File: config.mk
export PLATFORM = sky130hd
export DESIGN_NAME = muldiv_issue_ctrl_flat
export DESIGN_NICKNAME = d
export VERILOG_FILES = /design/src/rtl/muldiv_issue_ctrl_if.sv /design/src/rtl/muldiv_issue_ctrl.sv /design/src/flat_wrapper.sv
export SDC_FILE = /design/constraint.sdc
export NUM_CORES = 1
export LEC_CHECK = 0
export ABC_AREA = 1
export CAP_MARGIN = 20
export CELL_PAD_IN_SITES_DETAIL_PLACEMENT = 0
export CELL_PAD_IN_SITES_GLOBAL_PLACEMENT = 1
export CORE_UTILIZATION = 33
export DETAILED_ROUTE_END_ITERATION = 12
export PLACE_DENSITY = 0.95
export SYNTH_ARGS = -nofsm -noshare
export SYNTH_HDL_FRONTEND = slang
export SYNTH_SLANG_ARGS = --single-unit
File: constraint.sdc
create_clock -name clock -period 15.15 [get_ports clock]
set_input_delay 3.03 -clock clock [delete_from_list [all_inputs] [get_ports clock]]
set_output_delay 3.03 -clock clock [all_outputs]
set_load 0.05 [all_outputs]
File: src/rtl/muldiv_issue_ctrl_if.sv
// Request/response handshake bundle between a requester and muldiv_issue_ctrl.
// The master side issues requests and consumes responses; the slave side is the controller.
`timescale 1ns/1ps
interface muldiv_issue_ctrl_if #(
  parameter int OP1_W = 32,
  parameter int OP2_W = 64,
  parameter int RES_W = 64
) ();
  logic             req_valid;
  logic             req_ready;
  logic             req_op;
  logic [OP1_W-1:0] req_a;
  logic [OP2_W-1:0] req_b;
  logic             rsp_valid;
  logic             rsp_ready;
  logic [RES_W-1:0] rsp_result;
  logic             rsp_err;

  modport master (
    output req_valid, req_op, req_a, req_b, rsp_ready,
    input  req_ready, rsp_valid, rsp_result, rsp_err
  );

  modport slave (
    input  req_valid, req_op, req_a, req_b, rsp_ready,
    output req_ready, rsp_valid, rsp_result, rsp_err
  );
endinterface

File: src/rtl/muldiv_issue_ctrl.sv
// Issue/response sequencer for the sequential multiply/divide unit, with
// divide-by-zero and stuck-unit trapping. Define MULDIV_SKID_EN for a one-entry request skid.
`timescale 1ns/1ps
module muldiv_issue_ctrl #(
  parameter int OP1_W   = 32,
  parameter int OP2_W   = 64,
  parameter int RES_W   = 64,
  parameter int TIMEOUT = 40
) (
  input  logic               clock,
  input  logic               reset,
  muldiv_issue_ctrl_if.slave bus,
  output logic [OP1_W-1:0]   opera1,
  output logic [OP2_W-1:0]   opera2,
  output logic               muordi,
  output logic               start,
  input  logic [RES_W-1:0]   result,
  input  logic               valid
);
  // state | meaning
  // IDLE  | waiting for a request
  // ISSUE | start pulse to the unit
  // WAIT  | waiting for unit valid or timeout
  // RESP  | response held until rsp_ready
  typedef enum logic [1:0] {IDLE, ISSUE, WAIT, RESP} state_t;

  localparam int CNT_W = $clog2(TIMEOUT + 1);
  localparam logic [CNT_W-1:0] CNT_MAX  = '1;
  localparam logic [CNT_W-1:0] CNT_LAST = CNT_W'(TIMEOUT - 1);
  localparam logic [CNT_W-1:0] CNT_MASK = CNT_W'(2);

  state_t           state, state_nxt;
  logic [CNT_W-1:0] cnt;
  logic [RES_W-1:0] rsp_result_q;
  logic             rsp_err_q;
  logic [OP1_W-1:0] src_a;
  logic [OP2_W-1:0] src_b;
  logic             src_op, src_avail, src_dz;
  logic             load, cap_ok, cap_to;

`ifdef MULDIV_SKID_EN
  logic             skid_full;
  logic [OP1_W-1:0] skid_a;
  logic [OP2_W-1:0] skid_b;
  logic             skid_op;
  logic             accept;

  // A buffered request always goes ahead of whatever is on the bus
  assign src_a         = skid_full ? skid_a  : bus.req_a;
  assign src_b         = skid_full ? skid_b  : bus.req_b;
  assign src_op        = skid_full ? skid_op : bus.req_op;
  assign src_avail     = skid_full | bus.req_valid;
  assign bus.req_ready = ~skid_full & ~reset;
  assign accept        = bus.req_valid & bus.req_ready;

  always_ff @(posedge clock or posedge reset) begin
    if (reset) begin
      skid_full <= 1'b0;
      skid_a    <= '0;
      skid_b    <= '0;
      skid_op   <= 1'b0;
    end else if (load && skid_full) begin
      skid_full <= 1'b0;
    end else if (accept && !(load && state == IDLE)) begin
      skid_full <= 1'b1;
      skid_a    <= bus.req_a;
      skid_b    <= bus.req_b;
      skid_op   <= bus.req_op;
    end
  end
`else
  assign src_a         = bus.req_a;
  assign src_b         = bus.req_b;
  assign src_op        = bus.req_op;
  assign src_avail     = bus.req_valid;
  assign bus.req_ready = (state == IDLE) & ~reset;
`endif

  assign src_dz         = src_op & (src_a == '0);
  assign start          = (state == ISSUE);
  assign bus.rsp_valid  = (state == RESP);
  assign bus.rsp_result = rsp_result_q;
  assign bus.rsp_err    = rsp_err_q;

  always_comb begin
    state_nxt = state;
    load      = 1'b0;
    cap_ok    = 1'b0;
    cap_to    = 1'b0;
    case (state)
      IDLE: begin
        if (src_avail) begin
          load      = 1'b1;
          state_nxt = src_dz ? RESP : ISSUE;
        end
      end
      ISSUE: state_nxt = WAIT;
      WAIT: begin
        // First two WAIT cycles ignore valid: it is still sticky from the previous op
        if (valid && cnt >= CNT_MASK) begin
          cap_ok    = 1'b1;
          state_nxt = RESP;
        end else if (cnt == CNT_LAST) begin
          cap_to    = 1'b1;
          state_nxt = RESP;
        end
      end
      RESP: begin
        if (bus.rsp_ready) begin
          state_nxt = IDLE;
`ifdef MULDIV_SKID_EN
          if (skid_full) begin
            load      = 1'b1;
            state_nxt = src_dz ? RESP : ISSUE;
          end
`endif
        end
      end
      default: state_nxt = IDLE;
    endcase
  end

  always_ff @(posedge clock or posedge reset) begin
    if (reset) begin
      state        <= IDLE;
      cnt          <= '0;
      opera1       <= '0;
      opera2       <= '0;
      muordi       <= 1'b0;
      rsp_result_q <= '0;
      rsp_err_q    <= 1'b0;
    end else begin
      state <= state_nxt;
      if (state == ISSUE)
        cnt <= '0;
      else if (state == WAIT && cnt != CNT_MAX)
        cnt <= cnt + CNT_W'(1);
      if (load) begin
        opera1 <= src_a;
        opera2 <= src_b;
        muordi <= src_op;
        if (src_dz) begin
          rsp_result_q <= '1;
          rsp_err_q    <= 1'b1;
        end
      end
      if (cap_ok) begin
        rsp_result_q <= result;
        rsp_err_q    <= 1'b0;
      end
      if (cap_to) begin
        rsp_result_q <= '0;
        rsp_err_q    <= 1'b1;
      end
    end
  end
endmodule

File: src/flat_wrapper.sv
// flat-port wrapper written by rule: the top's interface ports become plain ports
module muldiv_issue_ctrl_flat 
#(
  parameter int OP1_W   = 32,
  parameter int OP2_W   = 64,
  parameter int RES_W   = 64,
  parameter int TIMEOUT = 40
)
  (clock, reset, opera1, opera2, muordi, start, result, valid, bus_req_valid, bus_req_op, bus_req_a, bus_req_b, bus_rsp_ready, bus_req_ready, bus_rsp_valid, bus_rsp_result, bus_rsp_err);
  muldiv_issue_ctrl_if #(.OP1_W(OP1_W), .OP2_W(OP2_W), .RES_W(RES_W)) bus_i ();
  input  logic clock;
  input  logic reset;
  output logic [OP1_W-1:0] opera1;
  output logic [OP2_W-1:0] opera2;
  output logic muordi;
  output logic start;
  input  logic [RES_W-1:0] result;
  input  logic valid;
  input wire logic [$bits(bus_i.req_valid)-1:0] bus_req_valid;
  input wire logic [$bits(bus_i.req_op)-1:0] bus_req_op;
  input wire logic [$bits(bus_i.req_a)-1:0] bus_req_a;
  input wire logic [$bits(bus_i.req_b)-1:0] bus_req_b;
  input wire logic [$bits(bus_i.rsp_ready)-1:0] bus_rsp_ready;
  output wire logic [$bits(bus_i.req_ready)-1:0] bus_req_ready;
  output wire logic [$bits(bus_i.rsp_valid)-1:0] bus_rsp_valid;
  output wire logic [$bits(bus_i.rsp_result)-1:0] bus_rsp_result;
  output wire logic [$bits(bus_i.rsp_err)-1:0] bus_rsp_err;
  assign bus_i.req_valid = bus_req_valid;
  assign bus_i.req_op = bus_req_op;
  assign bus_i.req_a = bus_req_a;
  assign bus_i.req_b = bus_req_b;
  assign bus_i.rsp_ready = bus_rsp_ready;
  assign bus_req_ready = bus_i.req_ready;
  assign bus_rsp_valid = bus_i.rsp_valid;
  assign bus_rsp_result = bus_i.rsp_result;
  assign bus_rsp_err = bus_i.rsp_err;
  muldiv_issue_ctrl #(.OP1_W(OP1_W), .OP2_W(OP2_W), .RES_W(RES_W), .TIMEOUT(TIMEOUT)) u_core (.clock(clock), .reset(reset), .bus(bus_i), .opera1(opera1), .opera2(opera2), .muordi(muordi), .start(start), .result(result), .valid(valid));
endmodule
==> flow_metrics.env <==
export IMPL_power_share_switching=0.517
export IMPL_worst_slew_margin_rel=0.284
export IMPL_startpoint_type="primary input"
export IMPL_fp_dieH_um=160
export IMPL_yosys_warnings=0
export IMPL_drt_pass1_iterations=7
export IMPL_report_final_setup_viol=0
export IMPL_synth_seq_area_share=0.519
export IMPL_final_nets=1546
export IMPL_ioPinCount=331
export IMPL_grt_start_max_net_pins=111
export IMPL_setup_total_negative_slack_ns=0
export IMPL_hold_start="u_core.opera2[14]$_DFFE_PP0P_"
export IMPL_finalWeightedCongestion=0.850
export IMPL_vias_per_cell=4.57
export IMPL_dieWidth_um=160
export IMPL_post_route_cells_drive_above_1_share=0.0375
export IMPL_std_cell_rows=57
export IMPL_worstPathRequired_ns=12.12
export IMPL_wire_per_inst_um=14.5
export IMPL_post_route_period_util=0.494
export IMPL_synth_largest_area_cell="sky130_fd_sc_hd__dfrtp_1"
export IMPL_clock_power_share=0.144
export IMPL_leakage_nw=6.17
export IMPL_dp_hpwl_um=16800
export IMPL_path_clk_slew_ns=0.07
export IMPL_synth_largest_type_area_fraction=0.519
export IMPL_cts_max_path_buffers=2
export IMPL_cts_root_buf="sky130_fd_sc_hd__clkbuf_16"
export IMPL_inst_count_dp=1677
export IMPL_post_route_antenna_net_violation_count=0
export IMPL_cts_sinks=170
export IMPL_worstHoldPathType="reg -> reg"
export IMPL_timing_final_hold_violations=0
export IMPL_finalCriticalPeriod_ns=7.48
export IMPL_wl_um=24900
export IMPL_mappedNetlistArea_um2=8190
export IMPL_synthesis_instances=1083
export IMPL_h_tree_depth=4
export IMPL_floorplan_core_area_um2=24300
export IMPL_cp_end_kind="primary output"
export IMPL_number_of_global_route_vias_before_repair=7534
export IMPL_regToRegStartpoint="u_core.cnt[0]$_DFFE_PP0P_"
export IMPL_worstPathMaxFanout=2
export IMPL_worst_skew_pair_late_latency_ns=0.42
export IMPL_die_area_um2=25500
export IMPL_power_share_sequential=0.267
export IMPL_place_port_buffers=330
export IMPL_cts_tree="built"
export IMPL_status="complete, no violations"
export IMPL_postCtsResizedCells=0
export IMPL_comb_power_share=0.589
export IMPL_synth_register_bits=170
export IMPL_ys_top_cells_by_area="sky130_fd_sc_hd__dfrtp_1, sky130_fd_sc_hd__nand2_1, sky130_fd_sc_hd__inv_1"
export IMPL_cellInternalPower_mw=1.44
export IMPL_worst_setup_path_type="in -> out"
export IMPL_netlist_cell_type_count=20
export IMPL_areaGrowthSynthToFinish_pct=49.2
export IMPL_skew_ns=0.0152
export IMPL_cp_startpoint="reset"
export IMPL_final_instance_count_excl_fill=1712
export IMPL_average_cell_area_after_synthesis_um2=7.56
export IMPL_grt_usage=0.198
export IMPL_num_vias=7831
export IMPL_powerDensity_nw_per_um2=243
export IMPL_cts_hold_buf=0
export IMPL_power_switching_mw=1.54
export IMPL_post_route_drc_count=0
export IMPL_max_slew_worst_pin_slew_ns=1.07
export IMPL_max_cap_violations=0
export IMPL_net_count_after_synthesis=1256
export IMPL_post_cts_setup_buffers=0
export IMPL_cts_made_buffers=17
export IMPL_initialDrtViolationCount=401
export IMPL_final_max_slew_violation_count=0
export IMPL_grt_pass1_wl_um=40200
export IMPL_peakVddDrop_v=0.000167
export IMPL_maxClockFrequency_mhz=134
export IMPL_unrepaired_setup_endpoints_after_global_routing="false"
export IMPL_initial_core_util=0.337
export IMPL_arrival_ns=4.45
export IMPL_grt_overflow_total=0
export IMPL_grt_antenna_before_repair=3
[power groups by stage]
| stage | Clock [mW] | Sequential, mW | Combinational (mW) |
|---|---|---|---|
| floorplan | 0 | 1.53 | 0.424 |
| global placement | 0 | 0.794 | 1.74 |
| detailed placement | 0 | 0.801 | 1.76 |
| CTS | 0.442 | 0.796 | 1.77 |
| global route | 0.459 | 0.822 | 1.86 |
| finish | 0.428 | 0.795 | 1.75 |
[cells by family after synthesis]
logic type | after synthesis | synth area share
xor+xnor | 4 | 0.00428
fa+ha+maj | 7 | 0.0107
compound gates | 21 | 0.0133
buf+inv | 225 | 0.118
flops | 170 | 0.519
simple gates | 656 | 0.335
[cells in the final DEF (no fill, tap or decap), types with 2 or more instances in the layout]
master,Yosys,layout
sky130_fd_sc_hd__nand3_2,1,2
sky130_fd_sc_hd__nand3_1,76,75
sky130_fd_sc_hd__clkinv_8,0,3
sky130_fd_sc_hd__clkbuf_16,0,17
sky130_fd_sc_hd__inv_1,154,152
sky130_fd_sc_hd__dfrtp_1,170,170
sky130_fd_sc_hd__nand2_1,485,484
sky130_fd_sc_hd__ha_1,7,6
sky130_fd_sc_hd__o21ai_0,19,19
sky130_fd_sc_hd__nor2_1,24,24
sky130_fd_sc_hd__inv_8,0,4
sky130_fd_sc_hd__inv_6,0,2
sky130_fd_sc_hd__clkdlybuf4s50_1,0,329
sky130_fd_sc_hd__nand4_1,67,67
sky130_fd_sc_hd__inv_2,1,2
sky130_fd_sc_hd__clkinv_4,0,6
sky130_fd_sc_hd__xor2_1,4,4
sky130_fd_sc_hd__buf_4,0,10
sky130_fd_sc_hd__diode_2,0,3
[worst max-delay path, cell delays in order]
cell	delay, ns
sky130_fd_sc_hd__clkdlybuf4s50_1	0.48
sky130_fd_sc_hd__nor2_1	0.13
sky130_fd_sc_hd__clkdlybuf4s50_1	0.81
[final timing paths]
kind / endpoint / slack, ns / depth (start not counted)
setup / recovery: bus_req_ready / 7.67 / 3
hold reg to reg: u_core.opera2[14]$_DFFE_PP0P_ / 0.48 / 2
setup reg to reg: u_core.bus.rsp_result[28]$_DFFE_PP0P_ / 11.71 / 12
max in group asynchronous: u_core.opera1[31]$_DFFE_PP0P_ / 10.71 / 4
min in group asynchronous: u_core.opera2[62]$_DFFE_PP0P_ / 3.16 / 2
hold / removal: u_core.opera2[14]$_DFFE_PP0P_ / 0.48 / 2
[cell type report]
class | count | area, um2
Antenna cell | 3 | 7.51
Clock buffer | 17 | 425
Clock inverter | 14 | 155
Fill cell | 2353 | 12100
Inverter | 155 | 587
Multi-Input combinational cell | 688 | 2990
Sequential cell | 170 | 4250
Tap cell | 324 | 405
Timing Repair Buffer | 341 | 3400
[cells in the mapped netlist]
master and count:
sky130_fd_sc_hd__buf_1 3, sky130_fd_sc_hd__buf_2 19, sky130_fd_sc_hd__buf_6 13, sky130_fd_sc_hd__clkbuf_1 35, sky130_fd_sc_hd__dfrtp_1 170, sky130_fd_sc_hd__ha_1 7
sky130_fd_sc_hd__inv_1 154, sky130_fd_sc_hd__inv_2 1, sky130_fd_sc_hd__nand2_1 485, sky130_fd_sc_hd__nand2_2 1, sky130_fd_sc_hd__nand3_1 76, sky130_fd_sc_hd__nand3_2 1
sky130_fd_sc_hd__nand4_1 67, sky130_fd_sc_hd__nor2_1 24, sky130_fd_sc_hd__nor3_1 1, sky130_fd_sc_hd__nor3_2 1, sky130_fd_sc_hd__o21ai_0 19, sky130_fd_sc_hd__o22ai_1 1
sky130_fd_sc_hd__o31ai_1 1, sky130_fd_sc_hd__xor2_1 4
[flip-flops by register name, summed over array words and instances (netlist names)]
| signal | count |
|---|---|
| u_core.bus.rsp_err | 1 |
| u_core.bus.rsp_result | 64 |
| u_core.cnt | 6 |
| u_core.muordi | 1 |
| u_core.opera1 | 32 |
| u_core.opera2 | 64 |
| u_core.state | 2 |
[routing by layer]
layer | wire length (um) | GRT usage | up-vias | part of all wire
li1 | - | - | 3884 | -
met1 | 10400 | 0.247 | 3634 | 0.42
met2 | 12000 | 0.327 | 283 | 0.48
met3 | 1910 | 0.0534 | 30 | 0.077
met4 | 585 | 0.0730 | 0 | 0.023
met5 | 0 | 0 | - | 0
[through the flow]
| step | power, mW | worst slack, ns | util | cell area, um2 | hold WS (ns) |
|---|---|---|---|---|---|
| after global placement | 2.54 | 7.65 | 0.477 | 11600 | 0.460 |
| after detailed placement | 2.56 | 7.66 | 0.477 | 11600 | 0.464 |
| after floorplan | 1.95 | 7.52 | - | 8190 | 0.499 |
| after global routing | 3.14 | 7.61 | 0.503 | 12200 | 0.505 |
| final | 2.98 | 7.67 | 0.503 | 12200 | 0.481 |
| after CTS | 3.00 | 7.66 | 0.501 | 12200 | 0.483 |
No activity file was read; power rests on OpenSTA's default activity.
==> variant (same settings) <==
`OP2_W` is set to 64 in 3 places; all go to 56.
--- a/src/rtl/muldiv_issue_ctrl_if.sv
+++ b/src/rtl/muldiv_issue_ctrl_if.sv
@@ -5,3 +5,3 @@
   parameter int OP1_W = 32,
-  parameter int OP2_W = 64,
+  parameter int OP2_W = 56,
   parameter int RES_W = 64
--- a/src/rtl/muldiv_issue_ctrl.sv
+++ b/src/rtl/muldiv_issue_ctrl.sv
@@ -5,3 +5,3 @@
   parameter int OP1_W   = 32,
-  parameter int OP2_W   = 64,
+  parameter int OP2_W   = 56,
   parameter int RES_W   = 64,
--- a/src/flat_wrapper.sv
+++ b/src/flat_wrapper.sv
@@ -4,3 +4,3 @@
   parameter int OP1_W   = 32,
-  parameter int OP2_W   = 64,
+  parameter int OP2_W   = 56,
   parameter int RES_W   = 64,
Ports: changed (resized bus_req_b and opera2); port bits go from 331 to 315. No check against the original RTL was run, so the function may have changed too.
==> variant against the original RTL <==
  * Non-clock buffer count fell by 17
  * Setup slack got worse by 12 ps
  * Hold slack got worse by 3.2 ps
  * Synthesized area fell by 4.3%
  * Power fell by 7.8%
  * Routed wire length fell by 5.0%
  * Die area fell by 4.3%
  * Via count fell by 3.5%
  * Cell area fell by 3.9%
  * First-iteration DRC count rose by 16%
  * Sequential cell count fell by 8
  * Sequential power fell by 6.7%
  * Critical endpoint unchanged
  * Largest power group unchanged
==> variant: results (changes against the original RTL) <==
gp_congestion: 0.783  # -7.9%
yosys.cell_types.count: 20  # unchanged
largest_register_ffs: 64
worst_clock_skew_ps: 14.3  # -0.988 ps
arrival_ps: 4460  # about the same
cts_buffers: 17  # unchanged
synth.avg_cell_area_um2: 7.45  # -1.5%
post-place-cells: 1627  # -3.0%
wl_per_cell_um: 14.2  # -2.0%
num_vias: 7554  # -3.5%
nNetsFinal: 1492  # -3.5%
final_layout_size_suffix_gt1_share_pct: 4.10  # +0.35 points
p_sw_share_pct: 50.6  # -1.1 points
drc_errors: 0  # unchanged
critPathSlowestCell: "clkdlybuf4s50_1"
async_flop_share_pct: 100  # unchanged
post_cts_buffers: 0  # unchanged
synth.area.top_cells: "dfrtp_1 52%, nand2_1 22%, inv_1 7.5%"
yosysMostFrequentCell: "nand2_1"
min_period_ps: 7490  # +12.1 ps
syn_nets: 1217  # -3.1%
first_iter_violations: 466  # +16%
port_buffers: 314  # -4.8%
worst_path_largest_cell_delay_ps: 810  # about the same
grt_pass1_wl_um: 37200  # -7.4%
grt.total_usage_pct: 19.6  # -0.24 points
dr.pass1.iters: 7  # unchanged
place_area_mm2: 0.0111  # -4.0%
r2r_slack_ps: 12000  # +290 ps
grt_pass1_vias: 7319  # -2.9%
worst_pin_slew_ps: 989  # -85.4 ps
cts-root-buf: "clkbuf_16"
clkLatencyLatePin_ps: 420  # about the same
ys_warn_count: 0  # unchanged
hold_class: "reg -> reg"
ys_seq_area_share_pct: 51.7  # -0.20 points
dp_hpwl_um: 15700  # -6.9%
pre_cts_slack_ps: 7660  # -5.79 ps
cts_max_path_buffers: 2  # unchanged
path_clk_slew_ps: 70  # about the same
path_delay_family: "buffers and inverters"
status: "completed"
drtAntennaViolNets: 0  # unchanged
yosys-top-cells-count: "463 x nand2_1, 162 x dfrtp_1, 156 x inv_1"
routed_wirelength_um: 23600  # -5.0%
fillCellCount: 2285  # -2.9%
max-vdd-ir-drop_mv: 0.0977  # -41%
p_leak_nw: 5.90  # -4.4%
grt_max_degree: 104  # -6.3%
htreeDepth: 4  # unchanged
ctsResizeCount: 0  # unchanged
antenna_found_initial: 1  # -2
[variant: worst register-to-register path, stage by stage (launching register included)]
cell     delay [ps]
dfrtp_1         410
inv_1           120
ha_1            220
nand2_4          60
inv_2            40
buf_4           590
nand3_2         130
buf_4           340
nand2_2         380
buf_4           560
nand2_1         160
nand2_1          80
[variant: logic make-up (layout without fill, tap and decap cells)]
group	Yosys count	after routing	synth area share (%)
and+or+nand+nor	633	633	33.8
buffers and inverters	227	515	11.8
DFF	162	162	51.7
AOI/OAI and AO/OA	22	22	1.44
adders and majority gates	7	7	1.12
xor gates and xnor gates	1	1	0.112
other	0	1	0
[variant: final cells by class]
class / instances / area [um2] / share of cell area [%]
sequential: 162 / 4050 / 34.5
timing repair buffer: 324 / 3210 / 27.4
multi-input combinational: 663 / 2870 / 24.4
inverter: 159 / 602 / 5.12
clock buffer: 17 / 425 / 3.62
tap: 319 / 399 / 3.40
clock inverter: 15 / 180 / 1.53
antenna: 1 / 2.50 / 0.0213
[variant: through the flow]
stage          hold slack (ps)  util (%)
2_1_floorplan              499         -
3_3_place_gp               461      47.6
3_5_place_dp               464      47.6
4_1_cts                    483      50.2
5_1_grt                    492      50.2
6_report                   478      50.2
[variant: metal layers]
metal / share of wire, % / vias up / global-route usage, %
met5: 0 / - / 0
met1: 41 / 3487 / 22.6
li1: - / 3766 / -
met2: 49 / 276 / 34.4
met4: 1.9 / 0 / 7.00
met3: 7.9 / 25 / 5.44
[variant: worst paths after layout]
path                                                     from                                    end  cells after the start
worst max-delay path                                    reset                          bus_req_ready                      3
worst min-delay path            u_core.opera2[18]$_DFFE_PP0P_          u_core.opera2[18]$_DFFE_PP0P_                      2
worst max register to register    u_core.state[0]$_DFFE_PP0P_  u_core.bus.rsp_result[20]$_DFFE_PP0P_                     11
worst min register to register  u_core.opera2[18]$_DFFE_PP0P_          u_core.opera2[18]$_DFFE_PP0P_                      2
max in group asynchronous                               reset   u_core.bus.rsp_result[0]$_DFFE_PP0P_                      3
min in group asynchronous                               reset           u_core.opera1[9]$_DFFE_PP0P_                      2
[variant: power by group through the flow]
stage	Combinational [mW]	Clock (mW)	Sequential, mW
final	1.56	0.443	0.742
after CTS	1.57	0.456	0.743
after global placement	1.55	0	0.744
after global routing	1.65	0.470	0.766
after detailed placement	1.57	0	0.747
after floorplan	0.354	0	1.41
